==> src/rtl/i4002_ram_scanner.sv <==
// i4002_ram_scanner
//
// Purpose:
//   Sweeps the second read port of the four i4002 register arrays. Each
//   nibble is compared against a local shadow copy. Every nibble that
//   differs is reported as a change record on a valid/ready stream. The
//   monitor path (front panel, UART dumper) can then track RAM contents
//   without touching i4002 bus timing.
//
// Optional feature (macro I4002_SCAN_INITIAL_DUMP_EN):
//   When the macro is defined, the first sweep after reset, and the first
//   sweep after leaving IDLE, report every location whether or not it
//   changed. That gives a full initial dump of 4*(SCAN_LAST+1) records.
//   When the macro is undefined, only real differences are reported.
//
// Parameters:
//   SCAN_LAST   last address swept (0..31), default 19 = chars 0-15 + status 16-19
//   ADDR_W      addr2 port width, fixed at 5 by the i4002 interface
//
// Ports:
//   sysclk                    system clock
//   reset                     synchronous, active-high reset
//   enable                    scanning permitted; a sweep in progress always completes
//   ramN_addr2   (N = 0..3)   registered read address; all four carry the same value
//   ramN_data2_out            asynchronous read data from register array N
//   rec_valid/rec_ready       change-record handshake
//   rec_data                  {reg[1:0], addr[4:0], data[3:0]}
//   sweep_done                one-cycle pulse after the last address of each sweep
//   busy                      high whenever the FSM is not in IDLE

module i4002_ram_scanner #(
    parameter int SCAN_LAST = 19,
    parameter int ADDR_W    = 5
) (
    input  logic              sysclk,
    input  logic              reset,
    input  logic              enable,
    output logic [ADDR_W-1:0] ram0_addr2,
    input  logic [3:0]        ram0_data2_out,
    output logic [ADDR_W-1:0] ram1_addr2,
    input  logic [3:0]        ram1_data2_out,
    output logic [ADDR_W-1:0] ram2_addr2,
    input  logic [3:0]        ram2_data2_out,
    output logic [ADDR_W-1:0] ram3_addr2,
    input  logic [3:0]        ram3_data2_out,
    output logic              rec_valid,
    input  logic              rec_ready,
    output logic [ADDR_W+5:0] rec_data,
    output logic              sweep_done,
    output logic              busy
);

    localparam int                DEPTH     = SCAN_LAST + 1;
    localparam logic [ADDR_W-1:0] LAST_ADDR = ADDR_W'(SCAN_LAST);

    typedef enum logic [2:0] {
        S_IDLE,
        S_SET,
        S_CMP,
        S_EMIT,
        S_NEXT
    } state_t;

    state_t            state_reg;
    logic [ADDR_W-1:0] addr_reg;
    logic [3:0]        sample_reg [4];
    logic [3:0]        mask_reg;
    logic [1:0]        cur_reg;

    logic [3:0]        live_data [4];
    logic [3:0]        shadow_rd [4];
    logic [3:0]        live_mask;
    logic [3:0]        cmp_mask;
    logic              accept;
    logic [3:0]        mask_after_accept;

`ifdef I4002_SCAN_INITIAL_DUMP_EN
    logic              first_sweep_reg;
`endif

    // Returns the lowest set bit of a change mask. Registers are reported
    // in order 0..3. Callers only pass a non-zero mask.
    function automatic logic [1:0] low_bit(input logic [3:0] m);
        logic [1:0] r;
        r = 2'd3;
        if (m[0])      r = 2'd0;
        else if (m[1]) r = 2'd1;
        else if (m[2]) r = 2'd2;
        return r;
    endfunction

    assign live_data[0] = ram0_data2_out;
    assign live_data[1] = ram1_data2_out;
    assign live_data[2] = ram2_data2_out;
    assign live_data[3] = ram3_data2_out;

    // All four arrays are read at the same scan address.
    assign ram0_addr2 = addr_reg;
    assign ram1_addr2 = addr_reg;
    assign ram2_addr2 = addr_reg;
    assign ram3_addr2 = addr_reg;

    // rec_valid is only ever high in EMIT, so this is the record handshake.
    assign accept            = (state_reg == S_EMIT) && rec_valid && rec_ready;
    assign mask_after_accept = mask_reg & ~(4'b0001 << cur_reg);

    // One shadow lane per register array. The shadow must be cleared by
    // reset to mirror the zero-filled i4002 RAM, so it is built from
    // registers rather than a block RAM.
    genvar gi;
    generate
        for (gi = 0; gi < 4; gi++) begin : g_lane
            logic [3:0] shadow_mem [DEPTH];

            always_ff @(posedge sysclk) begin
                if (reset) begin
                    for (int i = 0; i < DEPTH; i++) begin
                        shadow_mem[i] <= 4'h0;
                    end
                end else if (accept && (cur_reg == 2'(gi))) begin
                    shadow_mem[addr_reg] <= sample_reg[gi];
                end
            end

            assign shadow_rd[gi] = shadow_mem[addr_reg];
            assign live_mask[gi] = (live_data[gi] != shadow_rd[gi]);
        end
    endgenerate

`ifdef I4002_SCAN_INITIAL_DUMP_EN
    assign cmp_mask = first_sweep_reg ? 4'b1111 : live_mask;
`else
    assign cmp_mask = live_mask;
`endif

    always_ff @(posedge sysclk) begin
        if (reset) begin
            state_reg  <= S_IDLE;
            addr_reg   <= '0;
            mask_reg   <= 4'h0;
            cur_reg    <= 2'd0;
            rec_valid  <= 1'b0;
            rec_data   <= '0;
            sweep_done <= 1'b0;
            busy       <= 1'b0;
            for (int i = 0; i < 4; i++) begin
                sample_reg[i] <= 4'h0;
            end
`ifdef I4002_SCAN_INITIAL_DUMP_EN
            first_sweep_reg <= 1'b1;
`endif
        end else begin
            sweep_done <= 1'b0;

            case (state_reg)
                S_IDLE: begin
                    busy <= 1'b0;
                    if (enable) begin
                        addr_reg  <= '0;
                        busy      <= 1'b1;
                        state_reg <= S_SET;
`ifdef I4002_SCAN_INITIAL_DUMP_EN
                        first_sweep_reg <= 1'b1;
`endif
                    end
                end

                // The address was driven in the previous cycle. This cycle
                // lets the asynchronous RAM read settle before CMP samples it.
                S_SET: begin
                    state_reg <= S_CMP;
                end

                // Freeze all four nibbles. Records report this snapshot, not
                // the live data, so later RAM writes are picked up next sweep.
                S_CMP: begin
                    for (int i = 0; i < 4; i++) begin
                        sample_reg[i] <= live_data[i];
                    end
                    mask_reg <= cmp_mask;
                    if (cmp_mask == 4'h0) begin
                        state_reg <= S_NEXT;
                    end else begin
                        cur_reg   <= low_bit(cmp_mask);
                        rec_data  <= {low_bit(cmp_mask), addr_reg,
                                      live_data[low_bit(cmp_mask)]};
                        rec_valid <= 1'b1;
                        state_reg <= S_EMIT;
                    end
                end

                // rec_valid stays high and rec_data stays unchanged until the
                // record is accepted. The next record, if any, is presented
                // in the cycle right after the handshake.
                S_EMIT: begin
                    if (accept) begin
                        mask_reg <= mask_after_accept;
                        if (mask_after_accept == 4'h0) begin
                            rec_valid <= 1'b0;
                            state_reg <= S_NEXT;
                        end else begin
                            cur_reg  <= low_bit(mask_after_accept);
                            rec_data <= {low_bit(mask_after_accept), addr_reg,
                                         sample_reg[low_bit(mask_after_accept)]};
                        end
                    end
                end

                // enable is only looked at here, at the end of the sweep.
                // Dropping it mid-sweep therefore still completes the sweep.
                S_NEXT: begin
                    if (addr_reg == LAST_ADDR) begin
                        sweep_done <= 1'b1;
                        addr_reg   <= '0;
`ifdef I4002_SCAN_INITIAL_DUMP_EN
                        first_sweep_reg <= 1'b0;
`endif
                        if (enable) begin
                            state_reg <= S_SET;
                        end else begin
                            busy      <= 1'b0;
                            state_reg <= S_IDLE;
                        end
                    end else begin
                        addr_reg  <= addr_reg + 1'b1;
                        state_reg <= S_SET;
                    end
                end

                default: begin
                    state_reg <= S_IDLE;
                    busy      <= 1'b0;
                    rec_valid <= 1'b0;
                end
            endcase
        end
    end

endmodule

==> config.mk <==
export PLATFORM = sky130hd
export DESIGN_NAME = i4002_ram_scanner
export DESIGN_NICKNAME = d
export VERILOG_FILES = /design/src/rtl/i4002_ram_scanner.sv
export SDC_FILE = /design/constraint.sdc
export NUM_CORES = 1
export LEC_CHECK = 0
export CORE_MARGIN = 1.5
export CORE_UTILIZATION = 43
export DETAILED_ROUTE_END_ITERATION = 8
export HOLD_SLACK_MARGIN = 0.1
export PLACE_DENSITY = 0.65
export SYNTH_ARGS = -nofsm -noshare
export SYNTH_HDL_FRONTEND = slang
export SYNTH_SLANG_ARGS = --single-unit
==> constraint.sdc <==
create_clock -name sysclk -period 3.15 [get_ports sysclk]
set_clock_uncertainty 0.2 [all_clocks]
set_input_delay 0.315 -clock sysclk [delete_from_list [all_inputs] [get_ports sysclk]]
set_output_delay 0.315 -clock sysclk [all_outputs]
set_load 0.02 [all_outputs]
==> qor.csv, run 1 <==
stage,metric,value,unit
outcome,status,"complete, but fails checks",
outcome,violations,negative setup slack,
grt,grt_overflow,0,
power_and_ir_drop,ir_drop,0.462,mV
critical_path,max_stage_delay,0.51,ns
place,portBuffers,53,
power_and_ir_drop,power.density,543,mW/mm^2
critical_path,crit_required,3.47,ns
synthesis,postSynthAreaPerCell,13.8,sq um
run,drv_cap,0,
clocking,clk_pin_slew,0.06,ns
sta,drv_slew,0,
sta,slew_headroom,54.1,%
cells_and_area,largest_reg_flops,512,
synthesis,synth_ff_type,edfxtp_1,
cells_and_area,synthToLayoutAreaGrowth,21.4,%
sta,setup_viol,16,
grt,antenna_found_initial,0,
critical_path,ff2ff_setup_slack,-0.33,ns
synthesis,yosysSeqAreaShare,64.4,%
synthesis,yosys_warnings,0,
clocking,cts_made_buffers,56,
routing,dr.first_iter.drc_count,1892,
cells_and_area,postLayoutCoreUtil,52.7,%
critical_path,crit_family,simple AND/OR/NAND/NOR gates,
sta,fin_crit_sh,110,%
routing,firstDrtPassIters,6,
cells_and_area,drive_gt1_share,23.8,%
power_and_ir_drop,cellLeakagePower,10.6,nW
critical_path,cp_slowest_cell,mux4_2,
sta,hold_viol_final,0,
critical_path,crit_fanout,7,
cells_and_area,n_antenna_cell,0,
clocking,cts_max_path_buffers,3,
routing,drc,0,
routing,finalWirelength,72200,microns
critical_path,endpoint_kind,flop,
synthesis,synth_common_cells,"edfxtp_1 (528), and2_1 (344), nor2_1 (157)",
critical_path,path_buf_inv,5,
critical_path,crit_arrival,3.79,ns
floorplanning,pin_count,54,
sta,setup_slack,-0.327,ns
synthesis,yosys_register_bits,559,
floorplanning,dieArea,0.0609,sq mm
grt,grt_pass1_vias,16400,
synthesis,synth_top_area_share,62.0,%
sta,hold_ws,0.285,ns
worst_hold_path,min_path_type,reg2reg,
critical_path,crit_path_start_kind,flop,
synthesis,yosys-top-cells-area,"edfxtp_1 (62%), and2_1 (8.4%), mux4_2 (6.0%), mux2i_1 (4.7%), dfxtp_1 (2.4%)",
floorplanning,die_x,247,microns
sta,post-route-min-period,3.48,ns
critical_path,crit_type,reg2reg,
clocking,htreeDepth,2,
synthesis,async_reset_ff_share,0,%
routing,via_per_inst,5.72,
synthesis,postSynthCellCount,1848,
floorplanning,coreArea,0.0589,sq mm
synthesis,yosysTopAreaCell,edfxtp_1,
routing,dr_total_vias,16600,
synthesis,postSynthNetCount,1872,
routing,postRouteAntennaNets,0,
synthesis,yosysUniqueCellTypes,61,
cells_and_area,finalNetCount,2112,
clocking,clk_latency,0.63,ns
clocking,root_buffer,clkbuf_16,
synthesis,synth-edff-count,528,
routing,post_drt_wl_per_cell,24.8,microns
critical_path,path_cells,"buf_12, buf_6, mux4_2, o22ai_4, nor4_2, xor2_1, nor4_4, buf_4, and2_4, nor4b_4, buf_4, buf_6, o221ai_2, and2_1",
floorplanning,fp.dieH,247,microns
sta,fmax,288,MHz
clocking,cts.sinks,559,
grt,track_usage,23.5,%
grt,grt_pass1_wl,105000,microns
sta,rsz0062_at_grt,yes,
floorplanning,start_util,43.4,%
floorplanning,row_count,89,
synthesis,synthMostInstantiatedCell,edfxtp_1,
sta,max_slew.worst_pin.slew,0.681,ns
grt,grt_max_degree,53,
place,place.gp.congestion,0.929,
clocking,cts_tree,yes,
synthesis,syn-cell-area,0.0256,sq mm
place,hpwl,49900,microns
power_and_ir_drop,power,16.9,mW
==> worst min-delay path: cells and delay by family (launching register included) <==
kind | cells | cell delay [ns]
DFF | 1 | 0.31
AOI/OAI and AO/OA | 2 | 0.13
==> power by group <==
group | internal, mW | switching [mW]
logic | 0.490 | 0.900
registers | 8.42 | 0.122
clock network | 4.03 | 2.91
==> cell type report <==
type,instances,area (sq um)
fill,4773,27900
sequential,559,16500
multi-input combinational,1137,8700
timing repair buffer,324,2970
clock buffer,61,1440
tap,773,967
clock inverter,43,442
inverter,10,37.5
==> through the flow <==
step	cells	instance area (sq um)	TNS, ns	setup WS [ns]
after floorplan	1848	25600	0	0.00321
after global placement	2766	28400	-6.54	-0.496
after detailed placement	2766	28400	-7.12	-0.548
after CTS	2891	30600	-2.90	-0.258
after global routing	2907	31000	-4.94	-0.378
final	2907	31000	-4.13	-0.327
==> layer usage <==
metal	share of wire, %	routed length (microns)	global-route usage, %	vias to the layer above
met5	0	0	0	-
met1	41	29300	31.8	8394
met3	8.2	5930	4.47	149
met4	3.4	2420	8.43	0
li1	-	-	-	7376
met2	48	34500	37.8	696
==> path summary, 6_finish.rpt <==
path,from,endpoint,cells past startpoint
setup reg to reg,flop,state_reg[0],14
hold reg to reg,rec_data[6],rec_data[6],2
setup / recovery,flop,state_reg[0],14
hold / removal,rec_data[6],rec_data[6],2
==> layout by cell type (no fill, tap or decap), drive strengths merged, types with 10 or more instances in the layout <==
| cell | n |
|---|---|
| edfxtp | 528 |
| clkinv | 29 |
| nor2b | 23 |
| nor2 | 159 |
| xor2 | 10 |
| inv | 12 |
| a22oi | 44 |
| nand3 | 41 |
| dfxtp | 31 |
| a211oi | 15 |
| clkbuf | 63 |
| a21oi | 15 |
| and2 | 345 |
| mux4 | 68 |
| clkdlybuf4s50 | 53 |
| mux2i | 121 |
| buf | 269 |
| o21ai | 95 |
| nand2 | 59 |
| o22ai | 27 |
==> cells by family (layout without fill, tap and decap cells) <==
kind of cell               after synthesis  after routing  synth area share [%]
buffers and inverters                  152            438                  3.01
adders and majority gates                5              5                 0.235
DFF                                    559            559                  64.4
muxes                                  194            194                  10.9
xor gates and xnor gates                16             16                 0.548
AOI/OAI and AO/OA                      252            252                  6.56
and+or+nand+nor                        670            670                  14.3
==> what timing repair did <==
| action | in CTS | in global routing |
|---|---|---|
| pin swaps | 12 | 20 |
| hold buffers | 0 | 0 |
| gates resized for setup | 41 | 56 |
| setup buffers | 18 | 17 |
| endpoints found under the setup margin | 16 | 17 |
| cloned | 3 | 2 |
No activity file was read; power rests on OpenSTA's default activity.
==> run 2, diff against run 1 <==
--- a/config.mk
+++ b/config.mk
@@ -5,6 +5,7 @@
 export SDC_FILE = /design/constraint.sdc
 export NUM_CORES = 1
 export LEC_CHECK = 0
+export ABC_CLOCK_PERIOD_IN_PS = 3150
 export CORE_MARGIN = 1.5
 export CORE_UTILIZATION = 43
 export DETAILED_ROUTE_END_ITERATION = 8
==> results of run 2 <==
No change in the layout: final DEF, timing and power equal those of run 1.
